===== config.mk =====
export PLATFORM = sky130hd
export DESIGN_NAME = gcd_accel_flat
export DESIGN_NICKNAME = d
export VERILOG_FILES = /design/src/rtl/gcd_accel_pkg.sv /design/src/rtl/gcd_accel_if.sv /design/src/rtl/gcd_core.sv /design/src/rtl/gcd_accel.sv /design/src/flat_wrapper.sv
export SDC_FILE = /design/constraint.sdc
export NUM_CORES = 1
export LEC_CHECK = 0
export ABC_CLOCK_PERIOD_IN_PS = 2800
export BUFFER_PORTS_ARGS = -buffer_cell sky130_fd_sc_hd__buf_2
export CORE_MARGIN = 5
export CORE_UTILIZATION = 31
export DETAILED_ROUTE_END_ITERATION = 12
export PLACE_DENSITY_LB_ADDON = 0.1
export SLEW_MARGIN = 20
export SYNTH_ARGS = -nofsm -noshare
export SYNTH_HDL_FRONTEND = slang
export SYNTH_SLANG_ARGS = --single-unit

===== constraint.sdc =====
create_clock -name csi_clk -period 2.8 [get_ports csi_clk]
set_input_delay 0.14 -clock csi_clk [delete_from_list [all_inputs] [get_ports csi_clk]]
set_output_delay 0.14 -clock csi_clk [all_outputs]
set_load 0.01 [all_outputs]

===== src/rtl/gcd_accel_pkg.sv =====
// gcd_accel_pkg: register map, control/status bit positions and FSM states for gcd_accel
package gcd_accel_pkg;

    localparam logic [2:0] ADDR_A      = 3'd0;
    localparam logic [2:0] ADDR_B      = 3'd1;
    localparam logic [2:0] ADDR_RESULT = 3'd2;
    localparam logic [2:0] ADDR_CTRL   = 3'd3;
    localparam logic [2:0] ADDR_STATUS = 3'd3;
    localparam logic [2:0] ADDR_COUNT  = 3'd4;

    localparam int CTRL_START  = 0;
    localparam int CTRL_IRQ_EN = 1;
    localparam int CTRL_CLEAR  = 2;
    localparam int CTRL_ABORT  = 3;

    localparam int ST_DONE     = 0;
    localparam int ST_BUSY     = 1;
    localparam int ST_ZERO_ERR = 2;
    localparam int ST_IRQ_EN   = 3;

    typedef enum logic [1:0] {IDLE, RUN, DONE} gcd_state_t;

endpackage


===== src/rtl/gcd_accel_if.sv =====
// gcd_accel_if: Avalon-MM slave bus (address/read/write/writedata/readdata) for gcd_accel
interface gcd_accel_if;

    logic [2:0]  address;
    logic        read;
    logic        write;
    logic [31:0] writedata;
    logic [31:0] readdata;

    modport master (output address, read, write, writedata, input readdata);
    modport slave  (input address, read, write, writedata, output readdata);

endinterface


===== src/rtl/gcd_core.sv =====
// gcd_core: subtractive GCD engine with start/abort/clear control and subtraction counter
module gcd_core
    import gcd_accel_pkg::*;
#(
    parameter int WIDTH = 32
) (
    input  logic             clk,
    input  logic             rst,
    input  logic             start,
    input  logic             abort,
    input  logic             clear,
    input  logic [WIDTH-1:0] a_in,
    input  logic [WIDTH-1:0] b_in,
    output logic             busy,
    output logic             done,
    output logic             zero_err,
    output logic [WIDTH-1:0] result,
    output logic [WIDTH-1:0] count
);

    gcd_state_t       state_q;
    logic [WIDTH-1:0] a_q, b_q, cnt_q, result_q, count_q;
    logic             zero_err_q;

    // Run FSM: latch operands on start, subtract the smaller from the larger until one is zero or both match
    always_ff @(posedge clk) begin
        if (rst) begin
            state_q    <= IDLE;
            a_q        <= '0;
            b_q        <= '0;
            cnt_q      <= '0;
            result_q   <= '0;
            count_q    <= '0;
            zero_err_q <= 1'b0;
        end else begin
            case (state_q)
                IDLE, DONE: begin
                    if (start) begin
                        a_q        <= a_in;
                        b_q        <= b_in;
                        cnt_q      <= '0;
                        zero_err_q <= (a_in == '0) && (b_in == '0);
                        state_q    <= RUN;
                    end else if (clear) begin
                        state_q <= IDLE;
                    end
                end
                RUN: begin
                    if (abort) begin
                        state_q <= IDLE;
                    end else if (a_q == '0 || b_q == '0 || a_q == b_q) begin
                        result_q <= a_q | b_q;
                        count_q  <= cnt_q;
                        state_q  <= DONE;
                    end else if (a_q > b_q) begin
                        a_q   <= a_q - b_q;
                        cnt_q <= cnt_q + WIDTH'(1);
                    end else begin
                        b_q   <= b_q - a_q;
                        cnt_q <= cnt_q + WIDTH'(1);
                    end
                end
                default: state_q <= IDLE;
            endcase
        end
    end

    assign busy     = state_q == RUN;
    assign done     = state_q == DONE;
    assign zero_err = zero_err_q;
    assign result   = result_q;
    assign count    = count_q;

endmodule


===== src/rtl/gcd_accel.sv =====
// gcd_accel: Avalon-MM GCD accelerator top; optional level interrupt enabled by GCD_ACCEL_IRQ_EN
module gcd_accel
    import gcd_accel_pkg::*;
#(
    parameter int WIDTH = 32
) (
    input  logic       csi_clk,
    input  logic       rsi_reset,
    gcd_accel_if.slave s0
`ifdef GCD_ACCEL_IRQ_EN
    ,
    output logic       ins_irq
`endif
);

    logic [WIDTH-1:0] a_q, a_d, b_q, b_d, result, count;
    logic [31:0]      rdata_q, rdata_d, status;
    logic             busy, done, zero_err, irq_en;
    logic             wr_ctrl, start, abort, clear;

    assign wr_ctrl = s0.write && s0.address == ADDR_CTRL;
    assign start   = wr_ctrl && s0.writedata[CTRL_START];
    assign abort   = wr_ctrl && s0.writedata[CTRL_ABORT];
    // Reading RESULT acknowledges the completion just like an explicit clear_done
    assign clear   = (wr_ctrl && s0.writedata[CTRL_CLEAR]) || (s0.read && s0.address == ADDR_RESULT);

    gcd_core #(.WIDTH(WIDTH)) u_core (
        .clk      (csi_clk),
        .rst      (rsi_reset),
        .start    (start),
        .abort    (abort),
        .clear    (clear),
        .a_in     (a_q),
        .b_in     (b_q),
        .busy     (busy),
        .done     (done),
        .zero_err (zero_err),
        .result   (result),
        .count    (count)
    );

`ifdef GCD_ACCEL_IRQ_EN
    logic irq_en_q, irq_en_d;

    // irq_en follows bit1 of every CTRL write
    always_comb irq_en_d = wr_ctrl ? s0.writedata[CTRL_IRQ_EN] : irq_en_q;

    // Interrupt enable register
    always_ff @(posedge csi_clk) irq_en_q <= rsi_reset ? 1'b0 : irq_en_d;

    assign irq_en  = irq_en_q;
    assign ins_irq = done & irq_en_q;
`else
    assign irq_en = 1'b0;
`endif

    // Shadow operand writes and registered read mux; readdata holds between reads
    always_comb begin
        a_d = (s0.write && s0.address == ADDR_A) ? WIDTH'(s0.writedata) : a_q;
        b_d = (s0.write && s0.address == ADDR_B) ? WIDTH'(s0.writedata) : b_q;
        status = '0;
        status[ST_DONE]     = done;
        status[ST_BUSY]     = busy;
        status[ST_ZERO_ERR] = zero_err;
        status[ST_IRQ_EN]   = irq_en;
        rdata_d = !s0.read                  ? rdata_q     :
                  s0.address == ADDR_A      ? 32'(a_q)    :
                  s0.address == ADDR_B      ? 32'(b_q)    :
                  s0.address == ADDR_RESULT ? 32'(result) :
                  s0.address == ADDR_STATUS ? status      :
                  s0.address == ADDR_COUNT  ? 32'(count)  : '0;
    end

    // Shadow operand and read data registers
    always_ff @(posedge csi_clk) begin
        if (rsi_reset) begin
            a_q     <= '0;
            b_q     <= '0;
            rdata_q <= '0;
        end else begin
            a_q     <= a_d;
            b_q     <= b_d;
            rdata_q <= rdata_d;
        end
    end

    assign s0.readdata = rdata_q;

endmodule


===== src/flat_wrapper.sv =====
// flat-port wrapper written by rule: the top's interface ports become plain ports
module gcd_accel_flat import gcd_accel_pkg::*;
#(
    parameter int WIDTH = 32
)
  (csi_clk, rsi_reset, s0_address, s0_read, s0_write, s0_writedata, s0_readdata);
  gcd_accel_if s0_i ();
  input  logic csi_clk;
  input  logic rsi_reset;
  input wire logic [$bits(s0_i.address)-1:0] s0_address;
  input wire logic [$bits(s0_i.read)-1:0] s0_read;
  input wire logic [$bits(s0_i.write)-1:0] s0_write;
  input wire logic [$bits(s0_i.writedata)-1:0] s0_writedata;
  output wire logic [$bits(s0_i.readdata)-1:0] s0_readdata;
  assign s0_i.address = s0_address;
  assign s0_i.read = s0_read;
  assign s0_i.write = s0_write;
  assign s0_i.writedata = s0_writedata;
  assign s0_readdata = s0_i.readdata;
  gcd_accel #(.WIDTH(WIDTH)) u_core (.csi_clk(csi_clk), .rsi_reset(rsi_reset), .s0(s0_i));
endmodule

==> results of run 1 <==
==> worst paths after layout <==
| path | start | endpoint | slack (ps) | cells past startpoint |
|---|---|---|---|---|
| min | s0_write | u_core.u_core.state_q[1] | 170 | 6 |
| max | u_core.u_core.a_q[0] | u_core.u_core.a_q[16] | -260 | 18 |
| max reg2reg | u_core.u_core.a_q[0] | u_core.u_core.a_q[16] | -260 | 18 |
| min reg2reg | u_core.u_core.count[25] | u_core.u_core.count[25] | 450 | 2 |
==> power by group through the flow <==
stage | sequential [W] | combinational, W | clock [W]
2_1_floorplan | 0.00385 | 0.000448 | 0
3_3_place_gp | 0.00386 | 0.000840 | 0
3_5_place_dp | 0.00386 | 0.000840 | 0
4_1_cts | 0.00378 | 0.000967 | 0.00458
5_1_grt | 0.00378 | 0.00111 | 0.00472
6_report | 0.00378 | 0.00105 | 0.00449
==> per-layer routing <==
layer,vias to the layer above,global-route usage,share of wire
li1,7891,-,-
met1,8053,0.317,0.45
met2,458,0.387,0.46
met3,117,0.0319,0.049
met4,0,0.0910,0.041
met5,-,0,0
==> flip-flops by register name (all words and copies together) (netlist names) <==
| name | cells |
|---|---|
| u_core.a_q | 32 |
| u_core.b_q | 32 |
| u_core.s0.readdata | 32 |
| u_core.u_core.a_q | 32 |
| u_core.u_core.b_q | 32 |
| u_core.u_core.cnt_q | 32 |
| u_core.u_core.count | 32 |
| u_core.u_core.result | 32 |
| u_core.u_core.state_q | 2 |
| u_core.u_core.zero_err | 1 |
==> final cells by class <==
type | count | area share
timing repair buffer | 528 | 0.206
multi-input combinational | 1520 | 0.464
clock buffer | 46 | 0.0416
sequential | 259 | 0.227
tap | 664 | 0.0362
clock inverter | 11 | 0.00659
inverter | 113 | 0.0187
==> worst max-delay path, cell delays in order (launching register included) <==
cell       delay [ps]
dfxtp_4           380
inv_4              40
ha_4              160
fa_2              410
o21bai_4          170
a31oi_4           110
a21oi_2           130
buf_4             140
buf_6             100
nor4b_4            40
o2bb2ai_2         180
buf_4             140
o21bai_4           80
buf_4             150
a21oi_4           160
buf_12            150
clkbuf_16         160
o211ai_1          120
a21oi_2           160
==> repair_timing <==
item,in CTS,in global routing
pin swaps,42,128
setup endpoints to repair,154,157
hold buffers,33,0
gates resized for setup,120,263
buffers inserted,31,35
cloned,6,21
hold endpoints to repair,69,0
==> through the flow <==
step                      area [um2]  setup slack [ps]  instances  power (W)
after floorplan                15300             -32.5       2021    0.00430
after global placement         18800              -430       2970    0.00470
after detailed placement       18800              -478       2970    0.00470
after CTS                      21200              -418       3093    0.00932
after global routing           23000              -362       3141    0.00962
final                          23000              -262       3141    0.00932
==> cell usage in the layout (no fill, tap or decap), drive strengths merged, types with 19 or more instances in the layout <==
cell and count:
buf 480, ha 96, nand4 19, nor3 25, nor4 42, nor2 211, nand2 344, inv 112
o211ai 63, xnor2 52, xor2 26, clkbuf 61, o21ai 74, nand3 36, a211oi 49, mux2i 37
a21oi 241, dlygate4sd3 33, dfxtp 259
==> cells by family (layout without fill, tap and decap cells) <==
group           count (synthesis)  count (layout)  share of synthesized area
simple gates                  754             754                      0.219
compound gates                551             551                      0.227
flops                         259             259                      0.341
buf+inv                       242             698                     0.0613
fa+ha+maj                      98              98                     0.0816
xor+xnor                       78              78                     0.0449
mux                            39              39                     0.0258
==> impl_results.md, run 1 <==
- # clock sinks: between 200 and 300
- # rows: 81
- Die X: about 230 um
- Post-Syn Area per Cell: approximately 7.5 um2
- Switching part of the total: 0.264
- TritonCTS clock tree: done
- Clock Power Share: 0.482
- Detailed Route WL: slightly below 70 mm
- N_diodes: 0
- Comb pwr share: 0.113
- MaxCap Viol Count: 0
- Avg Vias per Cell: around 5.3
- Critical path endpoint category: flip-flop
- IO Port Bufs: 70
- Outcome: finished, violations left
- Residual DRC count: 0
- Setup TNS: -21510 ps
- Most instantiated cells after synthesis: nand2_1 (344), dfxtp_1 (259), a21oi_1 (240)
- IO Pins: 71
- Startpoint types: flip-flop
- Later-pin clock latency in the skew report: between 500 and 600 ps
- Reg clk slew, reported paths: 60 ps
- Synth Flop Type: dfxtp_1
- Largest area contributor in the netlist: dfxtp_1
- Vias in the first global route: approximately 16k
- Layout cell share with drive strength beyond 1: 0.338
- Synth Instances: 2021
- Post-Syn Nets: around 2.2k
- Top cells by area, synth: dfxtp_1 (34%), nand2_1 (8.5%), a21oi_1 (7.9%), ha_1 (7.9%), nor2_1 (5.2%)
- Tmin final: between 3000 and 4000 ps
- Async SR Flop Fraction: 0
- Synth cell types: between 70 and 80
- Leakage power: roughly 9 nW
- Post-synth EDFFs: 0
- Nets: between 2k and 3k
- Crit path DAT: roughly 3500 ps
- CTS Buf Count: 34
- Critical path class: reg -> reg
- Power share of the sequential group: 0.405
- Filler cells: 4760
- CTS root buf: clkbuf_16
- Starting Density: 0.312
- Worst Path Max Fanout: 8
- Final worst slack: -262 ps
- Slew @ Worst Pin: between 700 and 800 ps
- Final setup viols: around 150
- Post-DRT Antenna Nets: 0
- DR pass1 iterations: 6
- Failing checks: setup timing
- H-tree Lvls: 2
- Max-slew headroom: 0.515
- PD cells: approximately 410 mW/mm2
- Global-route wire length before repair: 97.9 mm
- P_sw: about 0.0025 W
- Dpl hpwl: between 40 and 50 mm
- Internal power: just under 0.007 W
- Clk buf depth: 3
- Yosys Warn Count: 0
- Max Slew Vio Count: 0
- Routability cong.: around 0.95
- Crit path required time: 3270 ps
- DR WL/cell: ~22 um
- Post-synth top area share: 0.341
- Mapped Area: between 0.015 and 0.02 mm2
- Die height: 232 um
- Util after Layout: 0.471
- Vias: about 17k
- RSZ-0062 raised after global routing: true
- Fmax: 0.327 GHz
- Die area: between 0.05 and 0.06 mm2
- Min Hold Slack: between 150 and 200 ps
- HP Class: in -> reg
- Synthesis-to-layout area growth: 50.9%
- Overflow left after global routing: 0
- Ratio of final minimum period to clock period: 1.09
- Most frequent cell after synthesis: nand2_1
- Sequential area share after synthesis: 0.341
- Worst Skew: between 15 and 20 ps
- Total track usage: 0.236
- Number of synthesized register bits: approximately 260
- CORE AREA: around 0.05 mm2
- Final hold viol count: 0
- Register area: between 0.005 and 0.006 mm2
- Drt initial violations: ~1.1k
- Multi-input gate area: ~0.011 mm2
- Peak supply drop: between 0.4 and 0.5 mV
- Largest net degree at the start of global routing: around 100
- Initial antenna violation count: 0
Note: power is estimated with default switching activity, not from simulation.
==> run 2, diff against run 1 <==
Settings changed: RECOVER_POWER from default to 50.
==> impl_results.md, run 2 (synthesized netlist as in run 1, its figures left out) <==
- Slew @ Worst Pin: 1350 ps (+632 ps)
- Dpl hpwl: 47.1 mm (unchanged)
- Pre-CTS worst setup slack: -478 ps (unchanged)
- WHS Path Cells: 6 (unchanged)
- Crit path required time: 3270 ps (about the same)
- Max Slew Vio Count: 0 (unchanged)
- Post-DRT Antenna Nets: 0 (unchanged)
- Min Hold Slack: 177 ps (+2.63 ps)
- Filler cells: 4781 (+0.44%)
- Worst Skew: 19.5 ps (-0.173 ps)
- H-tree Lvls: 2 (unchanged)
- Avg Vias per Cell: 5.26 (about the same)
- Clk buf depth: 3 (unchanged)
- Total design power: 0.00931 W (-0.10%)
- Layout cell share with drive strength beyond 1: 0.325 (-0.0129)
- Die X: 232 um (unchanged)
- Most common cell after layout, fill and taps aside: buf_4
- DR WL/cell: 21.7 um (about the same)
- Die height: 232 um (unchanged)
- Crit path DAT: 3540 ps (about the same)
- R2R Path End: u_core.u_core.a_q[16]
- Peak supply drop: 0.445 mV (-0.85%)
- Hold EP: u_core.u_core.state_q[1]
- Critical path class: reg -> reg
- TritonCTS clock tree: done
- Design Area, Final: 0.0229 mm2 (-0.21%)
- IO Pins: 71 (unchanged)
- N_diodes: 0 (unchanged)
- DR pass1 iterations: 7 (+1)
- DR top layer: met4
- Later-pin clock latency in the skew report: 540 ps (about the same)
- CORE AREA: 0.0487 mm2 (unchanged)
- Worst reg-to-reg path cell count: 18 (unchanged)
- Residual DRC count: 0 (unchanged)
- Setup TNS: -21280 ps (+225 ps)
- Starting Density: 0.312 (unchanged)
- Drt initial violations: 1119 (-1.7%)
- Final setup viols: 152 (unchanged)
- Initial antenna violation count: 0 (unchanged)
- IO Port Bufs: 70 (unchanged)
- Outcome: finished, violations left
- Max-slew headroom: 0.0983 (-0.417)
- Global-route wire length before repair: 97.9 mm (unchanged)
- Tmin final: 3070 ps (+5.57 ps)
- CTS root buf: clkbuf_16
- PD cells: 406 mW/mm2 (+0.11%)
- Final hold viol count: 0 (unchanged)
- Post-Route M1 WL: 30.8 mm (-0.56%)
- MaxCap Viol Count: 0 (unchanged)
- # rows: 81 (unchanged)
- Vias in the first global route: 16.1k (unchanged)
- Reg clk slew, reported paths: 60 ps (about the same)
- RSZ-0062 raised after global routing: true
- Met3 Wirelength: 3.41 mm (+2.5%)
- Synthesis-to-layout area growth: 50.6%
- Critical hold path startpoint: s0_write
- Startpoint types: flip-flop
- Leakage power: 8.90 nW (-1.4%)
- Overflow left after global routing: 0 (unchanged)
- Nets: 2593 (unchanged)
- Die area: 0.0536 mm2 (unchanged)
- Most frequent cells in the layout: buf_4 (342), nand2_1 (303), dfxtp_1 (243)
- Largest net degree at the start of global routing: 104 (unchanged)
- Ratio of final minimum period to clock period: 1.10 (+0.00199)
- HP Class: in -> reg
- Failing checks: setup timing
- Critical path endpoint category: flip-flop
- # clock sinks: 259 (unchanged)
- R2R Setup Slk: -270 ps (about the same)
- Routability cong.: 0.954 (unchanged)
- Vias: 16.5k (+0.048%)
- Worst reg2reg path startpoint: u_core.u_core.a_q[0]
- Fmax: 0.326 GHz (-0.18%)
- Worst Path Max Fanout: 8 (unchanged)
- Placed cell area: 0.0188 mm2 (unchanged)
- Final worst slack: -268 ps (-5.57 ps)
- CTS Buf Count: 34 (unchanged)
- Metal2 WL: 31.2 mm (about the same)
- Detailed Route WL: 68.3 mm (about the same)
- Total track usage: 0.236 (unchanged)
## run 2: changes by cell type in the layout (fill, tap and decap cells not counted)
cell,before,now
clkbuf_1,6,38
buf_4,345,342
clkbuf_2,0,3
buf_2,69,37
## run 2: worst max path at each step
stage                                        to  cells past startpoint            startpoint
final                     u_core.u_core.a_q[16]                     18  u_core.u_core.a_q[0]
after global routing      u_core.u_core.a_q[16]                     18  u_core.u_core.a_q[0]
after CTS                 u_core.u_core.a_q[30]                     13  u_core.u_core.a_q[0]
after detailed placement  u_core.u_core.b_q[24]                     14  u_core.u_core.b_q[2]
after global placement    u_core.u_core.b_q[26]                     12  u_core.u_core.b_q[0]
after floorplan           u_core.u_core.b_q[20]                     12  u_core.u_core.b_q[0]
## run 2: what timing repair did
action	4_1_cts	5_1_grt
gates cloned	6	21
gates resized for setup	120	263
pin swaps	42	128
setup buffers	31	35
setup endpoints to repair	154	157
hold buffers	33	0
endpoints found under the hold margin	69	0
## run 2: routing by layer
| metal | track usage | up-vias |
|---|---|---|
| li1 | - | 7892 |
| met2 | 0.387 | 470 |
| met5 | 0 | - |
| met3 | 0.0319 | 121 |
| met1 | 0.317 | 8044 |
| met4 | 0.0910 | 0 |
## run 2: where the power goes
part           switching [W]  internal (W)
clock                0.00182       0.00267
sequential         0.0000471       0.00373
combinational       0.000596      0.000450
total                0.00246       0.00685
## run 2: final cells by class
class                           instances  area (um2)  area share
Sequential cell                       259        5210       0.227
Tap cell                              664         831      0.0363
Clock inverter                         11         151     0.00661
Multi-Input combinational cell       1520       10700       0.465
Inverter                              113         430      0.0188
Clock buffer                           46         956      0.0417
Timing Repair Buffer                  528        4690       0.205
## run 2: stage by stage
stage | std cells | utilization
after global routing | 3141 | 0.470
after floorplan | 2021 | -
after detailed placement | 2970 | 0.385
after global placement | 2970 | 0.385
after CTS | 3093 | 0.435
final | 3141 | 0.470
## run 2: critical path: stages, from the launching register on
cell,delay [ps]
dfxtp_4,380
inv_4,40
ha_4,160
fa_2,410
o21bai_4,170
a31oi_4,110
a21oi_2,130
buf_4,140
buf_6,100
nor4b_4,40
o2bb2ai_2,180
buf_4,140
o21bai_4,80
buf_4,150
a21oi_4,160
buf_12,150
clkbuf_16,160
o211ai_1,120
a21oi_2,160
==> run 3, diff against run 2 <==
Settings changed: ABC_CLOCK_PERIOD_IN_PS 2800 to 2750, CELL_PAD_IN_SITES_DETAIL_PLACEMENT from default to 1, CELL_PAD_IN_SITES_GLOBAL_PLACEMENT from default to 2.
Clock period 2.8 ns to 2.75 ns, I/O delays scaled along.
==> impl_results.md, run 3 (synthesized netlist as in run 1, its figures left out) <==
- IO Pins: 71 (unchanged)
- Tmin final: 3080 ps (+7.21 ps)
- CORE AREA: 0.0487 mm2 (unchanged)
- Later-pin clock latency in the skew report: 550 ps (about the same)
- Worst Path Max Fanout: 3 (-5)
- TritonCTS clock tree: done
- Detailed Route WL: 74.3 mm (+8.8%)
- Max-slew headroom: 0.120 (+0.0221)
- Clk buf depth: 3 (unchanged)
- IO Port Bufs: 70 (unchanged)
- Crit path required time: 3200 ps (-70 ps)
- Layout cell share with drive strength beyond 1: 0.323 (-0.00154)
- Dpl hpwl: 52.0 mm (+10%)
- Post-DRT Antenna Nets: 0 (unchanged)
- Final setup viols: 149 (-2.0%)
- Largest net degree at the start of global routing: 115 (+11%)
- Avg Vias per Cell: 5.25 (-0.24%)
- Failing checks: setup timing
- Die area: 0.0536 mm2 (unchanged)
- Drt initial violations: 883 (-21%)
- CTS root buf: clkbuf_16
- Total track usage: 0.262 (+0.0257)
- Worst reg2reg path startpoint: u_core.u_core.b_q[0]
- Filler cells: 5777 (+21%)
- Starting Density: 0.312 (unchanged)
- Total design power: 0.00959 W (+3.0%)
- DR pass1 iterations: 5 (-2)
- Util after Layout: 0.469 (-0.00110)
- Outcome: finished, violations left
- Max Slew Vio Count: 0 (unchanged)
- H-tree Lvls: 2 (unchanged)
- Fmax: 0.325 GHz (-0.23%)
- Global-route wire length before repair: 108 mm (+10%)
- Critical path endpoint category: flip-flop
- Critical path startpoint: u_core.u_core.b_q[0]
- Routability cong.: 0.909 (-4.7%)
- Placed cells: 3002 (+1.1%)
- Ratio of final minimum period to clock period: 1.12 (+0.0225)
- Overflow left after global routing: 0 (unchanged)
- HP Class: in -> reg
- Pre-CTS worst setup slack: -583 ps (-105 ps)
- Vias in the first global route: 17.4k (+8.2%)
- Die height: 232 um (unchanged)
- CTS Buf Count: 35 (+2.9%)
- # clock sinks: 259 (unchanged)
- Critical path class: reg -> reg
- Leakage power: 8.76 nW (-1.5%)
- Worst Skew: 20.5 ps (+0.943 ps)
- RSZ-0062 raised after global routing: true
- Initial antenna violation count: 0 (unchanged)
- Vias: 16.6k (+0.33%)
- N_diodes: 0 (unchanged)
- Final instance count without filler cells: 3159 (+0.57%)
- Most common cell after layout, fill and taps aside: buf_4
- Die X: 232 um (unchanged)
- Final hold viol count: 0 (unchanged)
- Min Hold Slack: 247 ps (+70.2 ps)
- Nets: 2607 (+0.54%)
- Most frequent cells in the layout: buf_4 (353), nand2_1 (292), dfxtp_1 (247)
- Critical hold path startpoint: s0_write
- Residual DRC count: 0 (unchanged)
- PD cells: 419 mW/mm2 (+3.2%)
- MaxCap Viol Count: 0 (unchanged)
- Final worst slack: -325 ps (-57.2 ps)
- DR WL/cell: 23.5 um (+8.2%)
- Startpoint types: flip-flop
- Crit path DAT: 3520 ps (-20 ps)
- Slew @ Worst Pin: 1320 ps (-33.1 ps)
- Reg clk slew, reported paths: 60 ps (about the same)
- # rows: 81 (unchanged)
- Peak supply drop: 0.431 mV (-3.0%)
- Synthesis-to-layout area growth: 50.3%
[run 3: cell types whose count changed in the layout (fill, tap and decap cells not counted), sizes merged]
| cell | delta |
|---|---|
| inv | -1 |
| clkinv | +3 |
| clkbuf | -5 |
| clkinvlp | +2 |
| buf | +19 |
[run 3: path summary, 6_finish.rpt]
check                                           endpoint  slack [ps]  cells past startpoint
worst max-delay path               u_core.u_core.b_q[28]        -330                     13
worst min register to register   u_core.u_core.count[23]         460                      2
worst max register to register     u_core.u_core.b_q[28]        -330                     13
worst min-delay path            u_core.u_core.state_q[0]         250                      5
[run 3: power by group]
| part | total, W | leakage, nW | internal, W | switching (W) |
|---|---|---|---|---|
| Clock | 0.00469 | 0.559 | 0.00280 | 0.00189 |
| Combinational | 0.00105 | 6.10 | 0.000444 | 0.000610 |
| Sequential | 0.00385 | 2.10 | 0.00380 | 0.0000505 |
[run 3: timing repair]
item,in CTS,in global routing
endpoints found under the setup margin,156,162
hold buffers,33,0
cloned,9,12
gates resized for setup,234,167
buffers inserted,39,17
endpoints found under the hold margin,66,0
pin swaps,112,106
[run 3: worst max-delay path, cell delays in order, from the launching register on]
cell	delay, ps
dfxtp_2	340
inv_2	50
ha_4	160
fa_2	370
o21bai_4	140
a221oi_2	80
a2111o_1	380
a21o_1	240
o31a_1	360
buf_6	150
o21bai_4	150
a311oi_1	130
xnor2_1	140
o41ai_1	250
[run 3: layer usage]
layer,global-route usage,vias to the layer above,routed length (um)
li1,-,7899,-
met5,0,-,0
met3,0.0361,125,2570
met4,0.105,0,3260
met1,0.328,8242,32700
met2,0.456,315,35800
[run 3: area by class of cell]
type,instances,area (um2),share of cell area
Inverter,113,427,0.0187
Clock buffer,47,982,0.0430
Timing Repair Buffer,541,4670,0.204
Clock inverter,15,175,0.00766
Sequential cell,259,5200,0.228
Tap cell,664,831,0.0363
Multi-Input combinational cell,1520,10600,0.463
[run 3: stage by stage]
stage	TNS (ps)	area [um2]
final	-18700	22900
after global routing	-50220	22900
after CTS	-15720	22000
after detailed placement	-40810	19000
after global placement	-33510	19000
after floorplan	-147	15300
